**src/rtl/f_fetch_ctrl_if.sv**
```systemverilog
`default_nettype none
// +--------------------------------------------------------------------------+
// | Module   : f_fetch_ctrl_if                                               |
// | Purpose  : Instruction-memory request bus between the fetch sequencer    |
// |            and the IM. A beat completes when im_req && im_ready.         |
// | Signals  : im_req   - request valid (master -> slave)                    |
// |            im_addr  - byte address of the word, [1:0]=0 (master->slave)  |
// |            im_ready - slave accepts and returns data this cycle          |
// |            im_rdata - read data, valid with the handshake                |
// | Revision : 1.0  initial release                                          |
// +--------------------------------------------------------------------------+
interface f_fetch_ctrl_if;
  logic        im_req;
  logic [31:0] im_addr;
  logic        im_ready;
  logic [31:0] im_rdata;

  modport master (output im_req, output im_addr, input im_ready, input im_rdata);
  modport slave  (input im_req, input im_addr, output im_ready, output im_rdata);
endinterface
`default_nettype wire

```
**src/rtl/f_fetch_ctrl.sv**
```systemverilog
`default_nettype none
// +--------------------------------------------------------------------------+
// | Module   : f_fetch_ctrl                                                  |
// | Purpose  : F-stage sequencer. Drives npc/pc_we into the PC register,     |
// |            issues IM requests, holds the fetched instruction across      |
// |            D-stage stalls, arbitrates redirects (exception > eret >      |
// |            branch) and kills any in-flight fetch a redirect overtakes.   |
// | Ports    : clk, reset (async, active-low)                                |
// |            PC_F          current PC register value                       |
// |            stall         hold F/D                                        |
// |            br_taken/br_target, exc_req, eret_req/epc  redirect sources   |
// |            npc, pc_we    next PC and write enable (combinational)        |
// |            im            IM request bus (master side)                    |
// |            Instr_F, PC_I, instr_valid_F, adel_F  registered F outputs    |
// | Revision : 1.0  initial release                                          |
// +--------------------------------------------------------------------------+
module f_fetch_ctrl #(
  parameter logic [31:0] RESET_PC   = 32'h0000_3000,
  parameter logic [31:0] HANDLER_PC = 32'h0000_4180,
  parameter logic [31:0] IM_BASE    = 32'h0000_3000,
  parameter logic [31:0] IM_BYTES   = 32'd16384
) (
  input  wire logic        clk,
  input  wire logic        reset,
  input  wire logic [31:0] PC_F,
  input  wire logic        stall,
  input  wire logic        br_taken,
  input  wire logic [31:0] br_target,
  input  wire logic        exc_req,
  input  wire logic        eret_req,
  input  wire logic [31:0] epc,
  output logic      [31:0] npc,
  output logic             pc_we,
  f_fetch_ctrl_if.master   im,
  output logic      [31:0] Instr_F,
  output logic      [31:0] PC_I,
  output logic             instr_valid_F,
  output logic             adel_F
);

  localparam logic [1:0] S_IDLE  = 2'd0;
  localparam logic [1:0] S_FETCH = 2'd1;
  localparam logic [1:0] S_HOLD  = 2'd2;
  localparam logic [1:0] S_KILL  = 2'd3;

  logic [1:0]  state;
  logic [1:0]  state_nx;
  logic [31:0] req_addr;
  logic [31:0] pc_plus4;
  logic [31:0] pc_off;
  logic [31:0] redir_pc;
  logic        pc_legal;
  logic        redir;
  logic        fetch_done;
  logic        req;

  assign pc_plus4 = PC_F + 32'd4;
  // Subtraction wraps for PC_F below the base, so both bounds are tested.
  assign pc_off   = PC_F - IM_BASE;
  assign pc_legal = (PC_F[1:0] == 2'b00) && (PC_F >= IM_BASE) && (pc_off < IM_BYTES);

  // A stalled branch is not taken yet; exception and eret override stall.
  assign redir    = exc_req || eret_req || (br_taken && !stall);
  assign redir_pc = exc_req ? HANDLER_PC : (eret_req ? epc : br_target);

  // An illegal PC completes immediately without touching the IM.
  assign fetch_done = (state == S_FETCH) && (!pc_legal || im.im_ready);

  assign im.im_req  = req;
  assign im.im_addr = req_addr;

  // State register
  always_ff @(posedge clk or negedge reset) begin
    if (!reset) begin
      state <= S_IDLE;
    end else begin
      state <= state_nx;
    end
  end

  // Next-state logic
  always_comb begin
    state_nx = state;
    case (state)
      S_IDLE:  state_nx = S_FETCH;
      S_FETCH: begin
        if (redir) begin
          // Without a handshake the old request is still owed a response.
          state_nx = fetch_done ? S_FETCH : S_KILL;
        end else if (fetch_done && stall) begin
          state_nx = S_HOLD;
        end
      end
      S_HOLD:  if (redir || !stall) state_nx = S_FETCH;
      S_KILL:  if (im.im_ready) state_nx = S_FETCH;
      default: state_nx = S_IDLE;
    endcase
  end

  // Output logic; reset forces the request and PC write inactive at once.
  always_comb begin
    pc_we = 1'b0;
    req   = 1'b0;
    npc   = redir ? redir_pc : pc_plus4;
    if (reset) begin
      case (state)
        S_FETCH: begin
          req   = pc_legal;
          pc_we = redir || (fetch_done && !stall);
        end
        S_HOLD:  pc_we = redir || !stall;
        S_KILL: begin
          req   = 1'b1;
          pc_we = redir;
        end
        default: begin
          pc_we = 1'b0;
          req   = 1'b0;
        end
      endcase
    end
  end

  // Request address and F-stage instruction registers
  always_ff @(posedge clk or negedge reset) begin
    if (!reset) begin
      req_addr      <= RESET_PC;
      Instr_F       <= 32'd0;
      PC_I          <= 32'd0;
      instr_valid_F <= 1'b0;
      adel_F        <= 1'b0;
    end else begin
      // The request address follows the PC register into every FETCH entry,
      // so it matches PC_F for the whole FETCH residency.
      if (state_nx == S_FETCH) begin
        req_addr <= pc_we ? npc : PC_F;
      end
      case (state)
        S_FETCH: begin
          if (redir) begin
            instr_valid_F <= 1'b0;
            adel_F        <= 1'b0;
          end else if (fetch_done) begin
            Instr_F       <= pc_legal ? im.im_rdata : 32'd0;
            PC_I          <= pc_legal ? req_addr : PC_F;
            adel_F        <= !pc_legal;
            instr_valid_F <= 1'b1;
          end else if (!stall) begin
            // The previous instruction was consumed by D this cycle.
            instr_valid_F <= 1'b0;
          end
        end
        S_HOLD: if (redir || !stall) instr_valid_F <= 1'b0;
        S_KILL: instr_valid_F <= 1'b0;
        default: instr_valid_F <= 1'b0;
      endcase
    end
  end

endmodule
`default_nettype wire

```
**src/flat_wrapper.sv**
```systemverilog
// flat-port wrapper written by rule: the top's interface ports become plain ports
module f_fetch_ctrl_flat 
#(
  parameter logic [31:0] RESET_PC   = 32'h0000_3000,
  parameter logic [31:0] HANDLER_PC = 32'h0000_4180,
  parameter logic [31:0] IM_BASE    = 32'h0000_3000,
  parameter logic [31:0] IM_BYTES   = 32'd16384
)
  (clk, reset, PC_F, stall, br_taken, br_target, exc_req, eret_req, epc, npc, pc_we, Instr_F, PC_I, instr_valid_F, adel_F, im_im_req, im_im_addr, im_im_ready, im_im_rdata);
  f_fetch_ctrl_if im_i ();
  input  wire logic clk;
  input  wire logic reset;
  input  wire logic [31:0] PC_F;
  input  wire logic stall;
  input  wire logic br_taken;
  input  wire logic [31:0] br_target;
  input  wire logic exc_req;
  input  wire logic eret_req;
  input  wire logic [31:0] epc;
  output logic      [31:0] npc;
  output logic pc_we;
  output logic      [31:0] Instr_F;
  output logic      [31:0] PC_I;
  output logic instr_valid_F;
  output logic adel_F;
  output wire logic [$bits(im_i.im_req)-1:0] im_im_req;
  output wire logic [$bits(im_i.im_addr)-1:0] im_im_addr;
  input wire logic [$bits(im_i.im_ready)-1:0] im_im_ready;
  input wire logic [$bits(im_i.im_rdata)-1:0] im_im_rdata;
  assign im_im_req = im_i.im_req;
  assign im_im_addr = im_i.im_addr;
  assign im_i.im_ready = im_im_ready;
  assign im_i.im_rdata = im_im_rdata;
  f_fetch_ctrl #(.RESET_PC(RESET_PC), .HANDLER_PC(HANDLER_PC), .IM_BASE(IM_BASE), .IM_BYTES(IM_BYTES)) u_core (.clk(clk), .reset(reset), .PC_F(PC_F), .stall(stall), .br_taken(br_taken), .br_target(br_target), .exc_req(exc_req), .eret_req(eret_req), .epc(epc), .npc(npc), .pc_we(pc_we), .im(im_i), .Instr_F(Instr_F), .PC_I(PC_I), .instr_valid_F(instr_valid_F), .adel_F(adel_F));
endmodule
```
**config.mk**
```make
export PLATFORM = sky130hd
export DESIGN_NAME = f_fetch_ctrl_flat
export DESIGN_NICKNAME = d
export VERILOG_FILES = /design/src/rtl/f_fetch_ctrl_if.sv /design/src/rtl/f_fetch_ctrl.sv /design/src/flat_wrapper.sv
export SDC_FILE = /design/constraint.sdc
export NUM_CORES = 1
export LEC_CHECK = 0
export CAP_MARGIN = 30
export CORE_UTILIZATION = 43
export DETAILED_ROUTE_END_ITERATION = 10
export GPL_TIMING_DRIVEN = 0
export HOLD_SLACK_MARGIN = 0.06
export PLACE_DENSITY = 0.82
export SETUP_SLACK_MARGIN = 0.15
export SLEW_MARGIN = 20
export SYNTH_ARGS = -nofsm -noshare
export SYNTH_HDL_FRONTEND = slang
export SYNTH_SLANG_ARGS = --single-unit
```
**constraint.sdc**
```tcl
create_clock -name clk -period 5.06 [get_ports clk]
set_clock_uncertainty 0.15 [all_clocks]
set_input_delay 1.518 -clock clk [delete_from_list [all_inputs] [get_ports clk]]
set_output_delay 1.518 -clock clk [all_outputs]
set_load 0.02 [all_outputs]
```
Yosys cells after proc, flatten, opt, wreduce, memory -nomap -nowiden
Index checks and enable logic that the tools add are counted.

storage, ports and cells
  register bits = 100
  logic and storage cells = 59

operators by class
  $add $sub $neg = 2
  magnitude comparators = 2
  equality and inequality tests = 6
  multiplexer cells = 23
  bitwise gates (word level) = 1
  reduce and logical (&&, ||, !) cells = 19

operators by type and width
  kind                      count
  $mux W32                  6
  $add A32 B3 Y32 const B   1
  $ge A32 B14 Y1 const B    1
  $lt A32 B15 Y1 const B    1
  $sub A32 B14 Y32 const B  1
  $mux W2                   5
  $mux W1                   8
  $pmux W2 S4               1
  $logic_and A1 B1 Y1       6
  $logic_or A1 B1 Y1        5
  $eq A2 B1 Y1 const B      2
  $eq A2 B2 Y1 const B      2
  $logic_not A2 Y1          2
  $ne A4 B2 Y1 const B      1
  $pmux W1 S2               2
  $reduce_and A2 Y1         2
  $pmux W1 S3               1
  $reduce_and A3 Y1         1
  $logic_not A1 Y1          2
  $ne A2 B1 Y1 const B      1
  $reduce_bool A2 Y1        1
  $not A1 Y1                1

Depth between registers and ports, before layout
Gate-level depths: netlist of run 1.

  depth after elaboration = 11
  gate-level depth with buffers = 10
  mapped depth without buffers = 7

Worst setup path before layout of run 1
OpenSTA, ideal clock, no wires.

  kind = in2out
  start point = input port eret_req
  end point = output port npc[15]
  arrival time = 3.111 ns
  required time = 3.392 ns
  path slack = 0.281 ns
  stages on the path = 4
  cell sequence = buf_2 buf_1 mux2i_1 o311ai_0

between the ends
  longest elaborated chain between the ends = 3
  elaborated cells between the ends (all ways) = 5
  those cells by class = 3 x mux; 2 x reduce/logical

RTL lines
  element                                                       line                                    RTL
  start: declaration                                            flat_wrapper.sv:18                      input wire logic eret_req;
  $mux W32 or $logic_or A1 B1 Y1 (tied branches) (2 in series)  f_fetch_ctrl.sv:64, f_fetch_ctrl.sv:63
  $mux W32 (*)                                                  f_fetch_ctrl.sv:104                     npc = redir ? redir_pc : pc_plus4;
  end: declaration                                              flat_wrapper.sv:20                      output logic [31:0] npc;

Every way passes the cells marked *; elsewhere a longest branch is shown, timed or not.

Worst setup path in the final report of run 1
  start point = input port PC_F[10]
  end point = output port npc[31]

between the ends
  longest elaborated chain between the ends = 2

RTL lines
  element             line                 RTL
  start: declaration  flat_wrapper.sv:13   input wire logic [31:0] PC_F;
  $add A32 B3 Y32     f_fetch_ctrl.sv:57   assign pc_plus4 = PC_F + 32'd4;
  $mux W32            f_fetch_ctrl.sv:104

No other way between the ends.

==> impl_summary.log, run 1 <==
INFO  metric result_of_the_run = complete, no violations
INFO  metric clk_pin_slew = 60 ps
INFO  metric postRouteWirelength = about 23 mm
INFO  metric die_w = about 120 microns
INFO  metric portion_of_synthesized_cell_area_occupied_by_the_leading_cell_type = 0.402
INFO  metric grt-ovfl-total = 0
INFO  metric gpl.final_weighted_congestion = just under 0.9
INFO  metric detail-route-antenna-nets = 0
INFO  metric finish.net_count = 1100
INFO  metric design.die.area = between 10000 and 15000 sq um
INFO  metric grt_use_total = 0.312
INFO  metric std_cell_rows = 43
INFO  metric dr.pass1.iters = 5
INFO  metric layout_setup_ws = 146 ps
INFO  metric ff2ff_path_depth = 7
INFO  metric layout-area-overhead-vs-synth = 59.2%
INFO  metric async_reset_ff_frac = 1.00
INFO  metric boundaryPins = approximately 270
INFO  metric synth_top_family_by_area = simple AND/OR/NAND/NOR gates
INFO  metric ctsHtreeMaxLevel = 3
INFO  metric wl_met2 = 10.9 mm
INFO  metric worst-slew-pin-transition = 778 ps
INFO  metric synthesized_area_fraction_occupied_by_adder_cells = 0.00410
INFO  metric floorplan.core_area = ~14000 sq um
INFO  metric root_buffer = sky130_fd_sc_hd__clkbuf_16
INFO  metric muxShareOfSynthArea = 0.185
INFO  metric synth_cell_types = 58
INFO  metric clock-sinks = 100
INFO  metric final_common_cell = sky130_fd_sc_hd__clkdlybuf4s50_1
INFO  metric postLayoutCoreUtil = 0.700
INFO  metric power.leakage = a little over 0.004 uW
INFO  metric ir_worst_vdd = about 0.18 mV
INFO  metric final_max_tran_viols = 0
INFO  metric cts_tree = done
INFO  metric clkLatencyLatePin = between 300 and 400 ps
INFO  metric yosys.area_share.xor_xnor = 0.0172
INFO  metric place_ws = -1180 ps
INFO  metric dr.max_layer_used = met4
INFO  metric starting_density = 0.440
INFO  metric grt_pass1_wl = 34.7 mm
INFO  metric via_per_inst = 5.72
INFO  metric critical_path_peak_fanout = 5
INFO  metric synthesis.nets = between 700 and 800
INFO  metric r2r_setup_slack = approximately 2500 ps
INFO  metric hpwl = about 16 mm
INFO  metric num_cts_buffers = 9
INFO  metric maxSlewHeadroom = 0.481
INFO  metric power.density = about 270 nW/um^2
INFO  metric synth_compound_area_frac = 0.143
INFO  metric synthesis.area_per_instance = between 9 and 10 sq um
INFO  metric drc_errors = 0
INFO  metric worst-setup-path-type = primary input to output port
INFO  metric cp.required = 3390 ps
INFO  metric synth_edf_count = 0
INFO  metric hold_viol = 0
INFO  metric start_kind = primary input
INFO  metric wl_met1 = ~9.2 mm
INFO  metric avgRoutedWirePerCell = a little under 20 microns
INFO  metric fin_crit_sh = 0.971
INFO  metric yosys_register_bits = 100
INFO  metric grt_pass1_vias = ~6400
INFO  metric timing.critical_path.to_type = output port
INFO  metric synth_top_area_cell = sky130_fd_sc_hd__dfrtp_1
INFO  metric ys.warnings.count = 0
INFO  metric maxCapViolations = 0
INFO  metric hold_depth = 2
INFO  metric detailroute.via_count = about 6600
INFO  metric syn-cell-area = between 6000 and 7000 sq um
INFO  metric number_of_instances_in_the_synthesized_netlist = 661
INFO  metric place.port_buffers = around 260
INFO  metric postCtsHoldBufs = 0
INFO  metric yosys.area_share.simple = 0.194
INFO  metric post_route_cells_drive_above_1_share = 0.202
INFO  metric grt_setup_unrepaired = yes
INFO  metric timing.fmax = slightly above 0.2 GHz
INFO  metric layout_min_cycle_time = 4910 ps
INFO  metric synth.area.top_cells = sky130_fd_sc_hd__dfrtp_1 (40%), sky130_fd_sc_hd__mux2_1 (7.0%), sky130_fd_sc_hd__nand2_1 (6.9%)
INFO  metric iteration_0_drc_count_of_the_detailed_router = approximately 450
INFO  metric synth_sequential_area_ratio = 0.410
INFO  metric synth_top_flop_cell = sky130_fd_sc_hd__dfrtp_1
INFO  metric wl_met3 = approximately 2.0 mm
INFO  metric layout_common_cells = sky130_fd_sc_hd__clkdlybuf4s50_1 (195), sky130_fd_sc_hd__nand2_1 (112), sky130_fd_sc_hd__dfrtp_1 (98)
INFO  metric die_height = ~120 microns
INFO  metric grt_max_degree = 53
INFO  metric num-fill-cells = about 1200
INFO  metric timing.hold.worst.class = flip-flop to flip-flop
INFO  metric grt_antenna_before_repair = 1
INFO  metric setup-violations-final = 0
INFO  metric cts_buffer_depth = 2
INFO  metric critical_path_arrival = ~3300 ps
==> stage by stage <==
stage | setup TNS, ps | cell area, sq um | std cells | hold WS, ps | power, uW
after detailed placement | -31860 | 8910 | 1097 | 324 | 1820
after CTS | 0 | 9610 | 1138 | 339 | 2590
after global placement | -283280 | 8880 | 1096 | 317 | 1810
after global routing | 0 | 9720 | 1149 | 363 | 2690
after floorplan | 0 | 6100 | 661 | 437 | 1360
final | 0 | 9720 | 1149 | 334 | 2580
==> Yosys cell counts (3+ instances only) <==
library cell                 n
sky130_fd_sc_hd__or4_1       9
sky130_fd_sc_hd__nand2b_1    4
sky130_fd_sc_hd__buf_4       3
sky130_fd_sc_hd__nand4_1    14
sky130_fd_sc_hd__mux2_1     38
sky130_fd_sc_hd__o22ai_1     3
sky130_fd_sc_hd__nor2b_1     4
sky130_fd_sc_hd__mux2i_1    34
sky130_fd_sc_hd__o211ai_1   11
sky130_fd_sc_hd__a211oi_1    3
sky130_fd_sc_hd__a31oi_1     3
sky130_fd_sc_hd__and4_1      6
sky130_fd_sc_hd__o31ai_1     3
sky130_fd_sc_hd__inv_1       6
sky130_fd_sc_hd__nor3_1      5
sky130_fd_sc_hd__dfrtp_1    98
sky130_fd_sc_hd__o21ai_0     7
sky130_fd_sc_hd__and3_1      6
sky130_fd_sc_hd__nor2_1     12
sky130_fd_sc_hd__mux2_2     32
sky130_fd_sc_hd__nor4_1      5
sky130_fd_sc_hd__clkbuf_1   23
sky130_fd_sc_hd__or3_1      14
sky130_fd_sc_hd__nand3_1    24
sky130_fd_sc_hd__nand2_1   113
sky130_fd_sc_hd__buf_2      30
sky130_fd_sc_hd__xor2_1     10
sky130_fd_sc_hd__a21oi_1    28
sky130_fd_sc_hd__and2_1      4
sky130_fd_sc_hd__a32oi_1     5
sky130_fd_sc_hd__o21ai_1    66
==> layer usage <==
metal	vias up	track usage
met5	-	0
met4	0	0.127
met3	44	0.0714
met2	363	0.510
met1	3138	0.396
li1	3022	-
==> registers in the layout, summed over array words and instances, names as in the netlist <==
name	count
u_core.im.im_addr	32
u_core.state	2
u_core.PC_I	32
u_core.instr_valid_F	1
u_core.Instr_F	32
u_core.adel_F	1
==> critical path, stage by stage <==
cell and delay [ps]:
sky130_fd_sc_hd__buf_6 90, sky130_fd_sc_hd__and4_1 210, sky130_fd_sc_hd__buf_6 110, sky130_fd_sc_hd__nand4_1 240, sky130_fd_sc_hd__clkbuf_8 240, sky130_fd_sc_hd__or2_4 230
sky130_fd_sc_hd__o211ai_1 370, sky130_fd_sc_hd__buf_4 220
==> power by group <==
part | internal, uW | switching [uW] | leakage [uW] | total (uW)
clock network | 448 | 302 | 0.000151 | 750
registers | 897 | 65.0 | 0.00128 | 962
logic | 423 | 447 | 0.00264 | 871
total | 1770 | 814 | 0.00406 | 2580
==> cell families after synthesis <==
group | count (synthesis)
XOR/XNOR | 12
buffers and inverters | 63
flip-flops | 100
adder cells (fa/ha/maj) | 2
AO/OA/AOI/OAI | 147
AND/OR/NAND/NOR | 233
multiplexers | 104
==> area by class of cell <==
type                            count  area, sq um  area share
Timing Repair Buffer              291         2750       0.283
Multi-Input combinational cell    498         3470       0.357
Buffer                             57          428      0.0440
Clock buffer                       14          254      0.0261
Sequential cell                   100         2500       0.258
Inverter                            6         22.5     0.00232
Tap cell                          180          225      0.0232
Clock inverter                      2         60.1     0.00618
Antenna cell                        1         2.50    0.000258
==> worst paths after layout <==
check | from | endpoint
min in group asynchronous | reset | u_core.Instr_F[6]
max in group asynchronous | reset | u_core.im.im_addr[12]
setup / recovery | PC_F[10] | npc[31]
setup reg to reg | u_core.state[0] | u_core.im.im_addr[8]
hold / removal | u_core.Instr_F[11] | u_core.Instr_F[11]
hold reg to reg | u_core.Instr_F[11] | u_core.Instr_F[11]
==> what timing repair did <==
item | in CTS | in global routing
gates cloned | 1 | 0
pin swaps | 12 | 10
gates resized for setup | 230 | 52
buffers inserted | 24 | 10
setup endpoints to repair | 34 | 21
Power figures use the tool's default switching activity.
==> run 2: changes to the inputs <==
ABC_AREA = 1   (was not set)
CORE_UTILIZATION = 45   (was 43)
GPL_TIMING_DRIVEN = not set   (was 0)
PLACE_DENSITY = 0.83   (was 0.82)
==> run 2 against run 1 <==
  * First-iteration DRC count grew 65%
  * Global-route usage grew 4.1 points
  * Hold slack lost 0.73 ps
  * Critical path type is now primary input to flip-flop
  * Critical endpoint is now u_core.adel_F
  * Largest cell class is now buffers
==> impl_summary.log, run 2 <==
INFO  metric result_of_the_run = complete, no violations (unchanged)
INFO  metric final_common_cell = sky130_fd_sc_hd__nand2_1 (was sky130_fd_sc_hd__clkdlybuf4s50_1)
INFO  metric stdcell_area = 11400 sq um (was 9720 sq um)
INFO  metric place_area = 10600 sq um (was 8910 sq um)
INFO  metric number_of_instances_in_the_synthesized_netlist = 1018 (was 661)
INFO  metric dr.pass1.iters = 5 (unchanged)
INFO  metric starting_density = 0.461 (was 0.440)
INFO  metric synthesis.area_per_instance = 6.58 sq um (was 9.24 sq um)
INFO  metric worst_path_most_repeated_cell = sky130_fd_sc_hd__buf_4 (was sky130_fd_sc_hd__buf_6)
INFO  metric worst-setup-path-type = primary input to flip-flop (was primary input to output port)
INFO  metric via_per_inst = 5.41 (was 5.72)
INFO  metric layout_min_cycle_time = 4960 ps (was 4910 ps)
INFO  metric layout_common_cells = sky130_fd_sc_hd__nand2_1 (366), sky130_fd_sc_hd__clkdlybuf4s50_1 (198), sky130_fd_sc_hd__buf_4 (188) (was sky130_fd_sc_hd__clkdlybuf4s50_1 (195), sky130_fd_sc_hd__nand2_1 (112), sky130_fd_sc_hd__dfrtp_1 (98))
INFO  metric timing.hold.worst.class = flip-flop to flip-flop (unchanged)
INFO  metric dp_cells = 1563 (was 1097)
INFO  metric synth.area.top_cells = sky130_fd_sc_hd__dfrtp_1 (37%), sky130_fd_sc_hd__nand2_1 (21%), sky130_fd_sc_hd__nand3_1 (7.8%) (was sky130_fd_sc_hd__dfrtp_1 (40%), sky130_fd_sc_hd__mux2_1 (7.0%), sky130_fd_sc_hd__nand2_1 (6.9%))
INFO  metric worst-slew-pin-transition = 516 ps (was 778 ps)
INFO  metric start_kind = primary input (unchanged)
INFO  metric cts_tree = done (unchanged)
INFO  metric fin_crit_sh = 0.979 (was 0.971)
INFO  metric hold_viol = 0 (unchanged)
INFO  metric timing.critical_path.to_type = flip-flop (was output port)
INFO  metric cts_buffer_depth = 2 (unchanged)
INFO  metric critical_path_arrival = 5050 ps (was 3250 ps)
INFO  metric portion_of_synthesized_cell_area_occupied_by_the_leading_cell_type = 0.366 (was 0.402)
INFO  metric maxCapViolations = 0 (unchanged)
INFO  metric grt_setup_unrepaired = yes (unchanged)
INFO  metric syn-cell-area = 6700 sq um (was 6100 sq um)
INFO  metric async_reset_ff_frac = 1.00 (unchanged)
INFO  metric power.density = 243 nW/um^2 (was 266 nW/um^2)
INFO  metric synth_cell_types = 40 (was 58)
INFO  metric hpwl = 20.2 mm (was 16.5 mm)
INFO  metric setup-violations-final = 0 (unchanged)
INFO  metric ys.warnings.count = 0 (unchanged)
INFO  metric fin_tns_setup = 0 ps (unchanged)
INFO  metric leading_cell_types_by_count_after_synthesis = sky130_fd_sc_hd__nand2_1 (378), sky130_fd_sc_hd__nand3_1 (104), sky130_fd_sc_hd__dfrtp_1 (98) (was sky130_fd_sc_hd__nand2_1 (113), sky130_fd_sc_hd__dfrtp_1 (98), sky130_fd_sc_hd__o21ai_1 (66))
INFO  metric synth_sequential_area_ratio = 0.374 (was 0.410)
INFO  metric ir_worst_vdd = 0.163 mV (was 0.177 mV)
INFO  metric yosys_register_bits = 100 (unchanged)
INFO  metric synth_edf_count = 0 (unchanged)
INFO  metric number_of_buffer_and_inverter_instances_along_the_worst_setup_path = 20 (was 4)
INFO  metric final-instance-count-excl-fill = 1618 (was 1149)
INFO  metric grt_max_degree = 46 (was 53)
INFO  metric detail-route-antenna-nets = 0 (unchanged)
INFO  metric post_route_cells_drive_above_1_share = 0.260 (was 0.202)
INFO  metric postRouteWirelength = 27.7 mm (was 22.7 mm)
INFO  metric ff_latch_area = 2500 sq um (unchanged)
INFO  metric clk_pin_slew = 70 ps (was 60 ps)
INFO  metric cpMaxStageDelayCell = sky130_fd_sc_hd__clkdlybuf4s15_1 (was sky130_fd_sc_hd__o211ai_1)
INFO  metric clock-sinks = 100 (unchanged)
INFO  metric num_cts_buffers = 9 (unchanged)
INFO  metric grt_pass1_vias = 8024 (was 6395)
INFO  metric synthesis.nets = 1155 (was 798)
INFO  metric place.port_buffers = 266 (was 255)
INFO  metric grt-ovfl-total = 0 (unchanged)
INFO  metric root_buffer = sky130_fd_sc_hd__clkbuf_16 (unchanged)
INFO  metric synth_top_flop_cell = sky130_fd_sc_hd__dfrtp_1 (unchanged)
INFO  metric final_max_tran_viols = 0 (unchanged)
INFO  metric finish.net_count = 1566 (was 1100)
INFO  metric critical-path-max-stage-delay = 220 ps (was 370 ps)
INFO  metric grt_pass1_wl = 41.1 mm (was 34.7 mm)
INFO  metric timing.fmax = 0.202 GHz (was 0.203 GHz)
INFO  metric grt_antenna_before_repair = 1 (unchanged)
INFO  metric iteration_0_drc_count_of_the_detailed_router = 734 (was 446)
INFO  metric cell_type_group_with_the_largest_total_delay_on_the_critical_path = buffers and inverters (was simple AND/OR/NAND/NOR gates)
INFO  metric die_w = 124 microns (was 121 microns)
INFO  metric design.die.area = 15400 sq um (was 14700 sq um)
INFO  metric clkLatencyLatePin = 350 ps (about the same)
INFO  metric avgRoutedWirePerCell = 17.1 microns (was 19.8 microns)
INFO  metric num-fill-cells = 1052 (was 1151)
INFO  metric most_common_cell_in_the_synthesized_netlist = sky130_fd_sc_hd__nand2_1 (unchanged)
INFO  metric postCtsHoldBufs = 0 (unchanged)
INFO  metric power.leakage = 0.00560 uW (was 0.00406 uW)
INFO  metric cp.required = 5150 ps (was 3390 ps)
INFO  metric boundaryPins = 267 (unchanged)
INFO  metric die_height = 124 microns (was 121 microns)
INFO  metric grt_use_total = 0.352 (was 0.312)
INFO  metric critical_path_peak_fanout = 4 (was 5)
INFO  metric synth_top_area_cell = sky130_fd_sc_hd__dfrtp_1 (unchanged)
INFO  metric gpl.final_weighted_congestion = 0.994 (was 0.891)
INFO  metric layout-area-overhead-vs-synth = 70.3% (was 59.2%)
INFO  metric std_cell_rows = 44 (was 43)
INFO  metric drc_errors = 0 (unchanged)
INFO  metric finalPower = 2770 uW (was 2580 uW)
INFO  metric multi_input_combinational_cell_area = 3970 sq um (was 3470 sq um)
INFO  metric floorplan.core_area = 14500 sq um (was 13900 sq um)
INFO  metric detailroute.via_count = 8755 (was 6567)
INFO  metric maxSlewHeadroom = 0.656 (was 0.481)
INFO  metric ctsHtreeMaxLevel = 3 (unchanged)
run 2: changes by cell type after synthesis, sizes merged, moves of 9 or more:
| cell | delta |
|---|---|
| or4 | -9 |
| inv | +93 |
| nor3 | +12 |
| nand3 | +79 |
| a22oi | +9 |
| mux2 | -70 |
| mux2i | -29 |
| nor2 | +52 |
| or3 | -14 |
| a21oi | -15 |
| nand2 | +270 |
| o21ai | +30 |
run 2: logic make-up after synthesis:
group	count (synthesis)	synth area share
simple gates	590	0.369
buf+inv	157	0.0996
compound gates	148	0.125
flops	100	0.374
xor+xnor	16	0.0209
mux	5	0.00747
fa+ha+maj	2	0.00373
run 2: final timing paths:
check                                            from               endpoint  slack, ps  cells after the start
worst max-delay path                         PC_F[28]          u_core.adel_F        100                     30
worst min-delay path            u_core.im.im_addr[12]  u_core.im.im_addr[12]        330                      2
worst max register to register        u_core.state[0]          u_core.adel_F       1370                     21
worst min register to register  u_core.im.im_addr[12]  u_core.im.im_addr[12]        330                      2
max in group asynchronous                       reset  u_core.im.im_addr[24]       2660                      4
min in group asynchronous                       reset  u_core.im.im_addr[10]       1030                      2
run 2: final cells by class:
| cell class | instances | area share |
|---|---|---|
| Clock inverter | 4 | 0.00493 |
| Antenna cell | 1 | 0.000219 |
| Multi-Input combinational cell | 761 | 0.348 |
| Sequential cell | 100 | 0.220 |
| Inverter | 101 | 0.0337 |
| Tap cell | 184 | 0.0202 |
| Clock buffer | 11 | 0.0222 |
| Timing Repair Buffer | 456 | 0.351 |
run 2: timing repair:
action	4_1_cts	5_1_grt
cloned	0	1
endpoints found under the setup margin	33	34
setup buffers	34	4
pin swaps	43	39
gates resized for setup	232	123
run 2: tightest hold or removal path: cells and delay by family, from the launching register on:
kind | cells | cell delay [ps]
AND/OR/NAND/NOR | 2 | 110
flip-flops | 1 | 380
run 2: per-layer routing:
metal / vias to the layer above / global-route usage / part of all wire / wire length (microns)
met1: 4010 / 0.431 / 0.39 / 10700
met4: 0 / 0.176 / 0.045 / 1250
met2: 532 / 0.574 / 0.47 / 12900
met5: - / 0 / 0 / 0
li1: 4100 / - / - / -
met3: 113 / 0.0902 / 0.10 / 2830
run 2: where the power goes:
part | switching (uW) | internal (uW) | leakage [uW] | total [uW]
Combinational | 573 | 495 | 0.00418 | 1070
Sequential | 69.6 | 900 | 0.00127 | 969
Clock | 324 | 412 | 0.000152 | 736
run 2: stage by stage:
stage                util  setup WS (ps)  hold slack (ps)
CTS                 0.777            148              338
finish              0.785            104              333
global placement    0.724           -662              316
detailed placement  0.726           -674              322
floorplan               -            261              354
global route        0.785           38.4              354
==> run 3: changes to the inputs <==
GPL_ROUTABILITY_DRIVEN = 0   (was not set)
HOLD_SLACK_MARGIN = not set   (was 0.06)
==> run 3 against run 2 <==
  * Sequential share of layout area shrank 0.27 points
  * Critical path depth down 20
  * Via count rose by 8.5%
  * Routed wire length is 15% higher
  * Critical endpoint is now npc[26]
  * Register-to-register slack improved by 1100 ps
  * Count of clock-buffer cells in the layout down 2
  * Sequential power is essentially flat
  * Cell area increased by 1.3%
  * Cell count about the same
  * Critical path type is now primary input to output port
==> impl_summary.log, run 3 (synthesized netlist as in run 2, its figures left out) <==
INFO  metric result_of_the_run = complete, no violations (unchanged)
INFO  metric maxCapViolations = 0 (unchanged)
INFO  metric detail-route-antenna-nets = 0 (unchanged)
INFO  metric clkLatencyLatePin = 360 ps (was 350 ps)
INFO  metric critical_path.cell_chain = clkbuf_2, buf_4, nand2_1, nor4_1, nand4_1, xor2_1, nand2_1, o21a_1, inv_1, clkdlybuf4s15_2
INFO  metric grt_max_degree = 69 (was 46)
INFO  metric fin_tns_setup = 0 ps (unchanged)
INFO  metric post_route_cells_drive_above_1_share = 0.267 (was 0.260)
INFO  metric layout_common_cells = sky130_fd_sc_hd__nand2_1 (360), sky130_fd_sc_hd__clkdlybuf4s50_1 (199), sky130_fd_sc_hd__buf_4 (183) (was sky130_fd_sc_hd__nand2_1 (366), sky130_fd_sc_hd__clkdlybuf4s50_1 (198), sky130_fd_sc_hd__buf_4 (188))
INFO  metric hpwl = 19.9 mm (was 20.2 mm)
INFO  metric timing.critical_path.to_type = output port (was flip-flop)
INFO  metric cpMaxStageDelayCell = sky130_fd_sc_hd__nor4_1 (was sky130_fd_sc_hd__clkdlybuf4s15_1)
INFO  metric avgRoutedWirePerCell = 19.7 microns (was 17.1 microns)
INFO  metric starting_density = 0.461 (unchanged)
INFO  metric grt_setup_unrepaired = yes (unchanged)
INFO  metric cts_tree = done (unchanged)
INFO  metric drc_errors = 0 (unchanged)
INFO  metric grt_pass1_wl = 43.0 mm (was 41.1 mm)
INFO  metric timing.hold.worst.class = flip-flop to flip-flop (unchanged)
INFO  metric setup-violations-final = 0 (unchanged)
INFO  metric cell_type_group_with_the_largest_total_delay_on_the_critical_path = simple AND/OR/NAND/NOR gates (was buffers and inverters)
INFO  metric power.density = 247 nW/um^2 (was 243 nW/um^2)
INFO  metric floorplan.core_area = 14500 sq um (unchanged)
INFO  metric postCtsHoldBufs = 0 (unchanged)
INFO  metric critical_path.reg2reg.startpoint = u_core.state[0] (unchanged)
INFO  metric cp.required = 3390 ps (was 5150 ps)
INFO  metric postLayoutCoreUtil = 0.795 (was 0.785)
INFO  metric finish.net_count = 1565 (was 1566)
INFO  metric final_common_cell = sky130_fd_sc_hd__nand2_1 (unchanged)
INFO  metric cts_buffer_depth = 2 (unchanged)
INFO  metric place.port_buffers = 266 (unchanged)
INFO  metric grt-ovfl-total = 0 (unchanged)
INFO  metric root_buffer = sky130_fd_sc_hd__clkbuf_16 (unchanged)
INFO  metric grt_use_total = 0.371 (was 0.352)
INFO  metric maxSlewHeadroom = 0.518 (was 0.656)
INFO  metric final_max_tran_viols = 0 (unchanged)
INFO  metric critPathLaunch = PC_F[21] (was PC_F[28])
INFO  metric detailroute.via_count = 9502 (was 8755)
INFO  metric number_of_buffer_and_inverter_instances_along_the_worst_setup_path = 4 (was 20)
INFO  metric insertedDiodeCount = 0 (was 1)
INFO  metric ff2ff_path_depth = 8 (was 21)
INFO  metric hold_viol = 0 (unchanged)
INFO  metric ir_worst_vdd = 0.177 mV (was 0.163 mV)
INFO  metric std_cell_rows = 44 (unchanged)
INFO  metric iteration_0_drc_count_of_the_detailed_router = 1120 (was 734)
INFO  metric via_per_inst = 5.88 (was 5.41)
INFO  metric dr.pass1.iters = 9 (was 5)
INFO  metric critical-path-max-stage-delay = 310 ps (was 220 ps)
INFO  metric critical_path_peak_fanout = 4 (unchanged)
INFO  metric worst-path-stages = 10 (was 30)
INFO  metric grt_antenna_before_repair = 0 (was 1)
INFO  metric worst-setup-path-type = primary input to output port (was primary input to flip-flop)
INFO  metric grt_pass1_vias = 8628 (was 8024)
INFO  metric boundaryPins = 267 (unchanged)
INFO  metric clock-sinks = 100 (unchanged)
INFO  metric ctsHtreeMaxLevel = 3 (unchanged)
INFO  metric worst-slew-pin-transition = 721 ps (was 516 ps)
INFO  metric critical_path_arrival = 3360 ps (was 5050 ps)
INFO  metric die_w = 124 microns (unchanged)
INFO  metric reg2reg_to = u_core.im.im_addr[21] (was u_core.adel_F)
INFO  metric start_kind = primary input (unchanged)
INFO  metric design.die.area = 15400 sq um (unchanged)
INFO  metric worst_path_most_repeated_cell = sky130_fd_sc_hd__nand2_1 (was sky130_fd_sc_hd__buf_4)
INFO  metric timing.fmax = 0.199 GHz (was 0.202 GHz)
INFO  metric postRouteWirelength = 31.9 mm (was 27.7 mm)
INFO  metric r2r_setup_slack = 2510 ps (was 1370 ps)
INFO  metric num_cts_buffers = 9 (unchanged)
INFO  metric layout-area-overhead-vs-synth = 72.5% (was 70.3%)
INFO  metric power.leakage = 0.00564 uW (was 0.00560 uW)
INFO  metric clk_pin_slew = 70 ps (about the same)
INFO  metric fin_crit_sh = 0.995 (was 0.979)
INFO  metric critical_path.endpoint = npc[26] (was u_core.adel_F)
INFO  metric layout_min_cycle_time = 5030 ps (was 4960 ps)
INFO  metric die_height = 124 microns (unchanged)
run 3: cell types whose count changed in the layout (fill, tap and decap cells not counted), moves of 3 or more:
cell and delta:
sky130_fd_sc_hd__nand2_1 -6, sky130_fd_sc_hd__buf_6 -3, sky130_fd_sc_hd__nor2_4 +9, sky130_fd_sc_hd__nand3_2 +7, sky130_fd_sc_hd__dlygate4sd2_1 +7, sky130_fd_sc_hd__buf_2 -5
sky130_fd_sc_hd__nand2_4 +4, sky130_fd_sc_hd__clkbuf_4 +4, sky130_fd_sc_hd__o21ai_1 -3, sky130_fd_sc_hd__buf_4 -5, sky130_fd_sc_hd__nand3_1 -3, sky130_fd_sc_hd__nor2_2 -7
run 3: what timing repair did:
item | in CTS | in global routing
gates resized for setup | 210 | 147
setup endpoints to repair | 33 | 129
cloned | 0 | 4
hold endpoints to repair | 0 | 0
setup buffers | 27 | 12
pin swaps | 43 | 50
run 3: power by group:
| group | internal [uW] | switching, uW |
|---|---|---|
| clock | 442 | 346 |
| sequential | 900 | 70.6 |
| combinational | 488 | 605 |
run 3: worst min-delay path by stage:
stage / cells past startpoint / endpoint / start / slack [ps]
6_report: 2 / u_core.Instr_F[16] / u_core.Instr_F[16] / 340
4_1_cts: 2 / u_core.Instr_F[25] / u_core.Instr_F[25] / 340
3_3_place_gp: 2 / u_core.PC_I[0] / u_core.PC_I[0] / 310
3_5_place_dp: 2 / u_core.Instr_F[25] / u_core.Instr_F[25] / 320
2_1_floorplan: 2 / u_core.im.im_addr[12] / u_core.im.im_addr[12] / 350
5_1_grt: 2 / u_core.PC_I[28] / u_core.PC_I[28] / 360
run 3: worst min-delay path: stages (launching register included):
cell                      delay, ps
sky130_fd_sc_hd__dfrtp_1        340
sky130_fd_sc_hd__nand2_1         50
sky130_fd_sc_hd__o21ai_0         60
run 3: cell type report:
type                            count  area (sq um)
Multi-Input combinational cell    763          4100
Timing Repair Buffer              453          4000
Fill cell                         967          2980
Sequential cell                   100          2500
Inverter                          101           384
Tap cell                          184           230
Clock buffer                        9           225
Clock inverter                      7           111
run 3: routing by layer:
layer,routed length [microns],track usage,part of all wire,vias up
met3,4300,0.0994,0.13,292
met2,14200,0.592,0.44,851
met1,10900,0.443,0.34,4264
li1,-,-,-,4095
met5,0,0,0,-
met4,2540,0.231,0.080,0
run 3: per-stage QoR:
step,hold slack (ps),area (sq um),power [uW],cells,setup WS [ps]
finish,339,11600,2850,1617,27.8
global route,356,11600,2960,1617,-102
CTS,341,11100,2770,1600,114
detailed placement,323,10500,1980,1557,-666
global placement,314,10400,1960,1556,-664
floorplan,354,6700,1410,1018,261
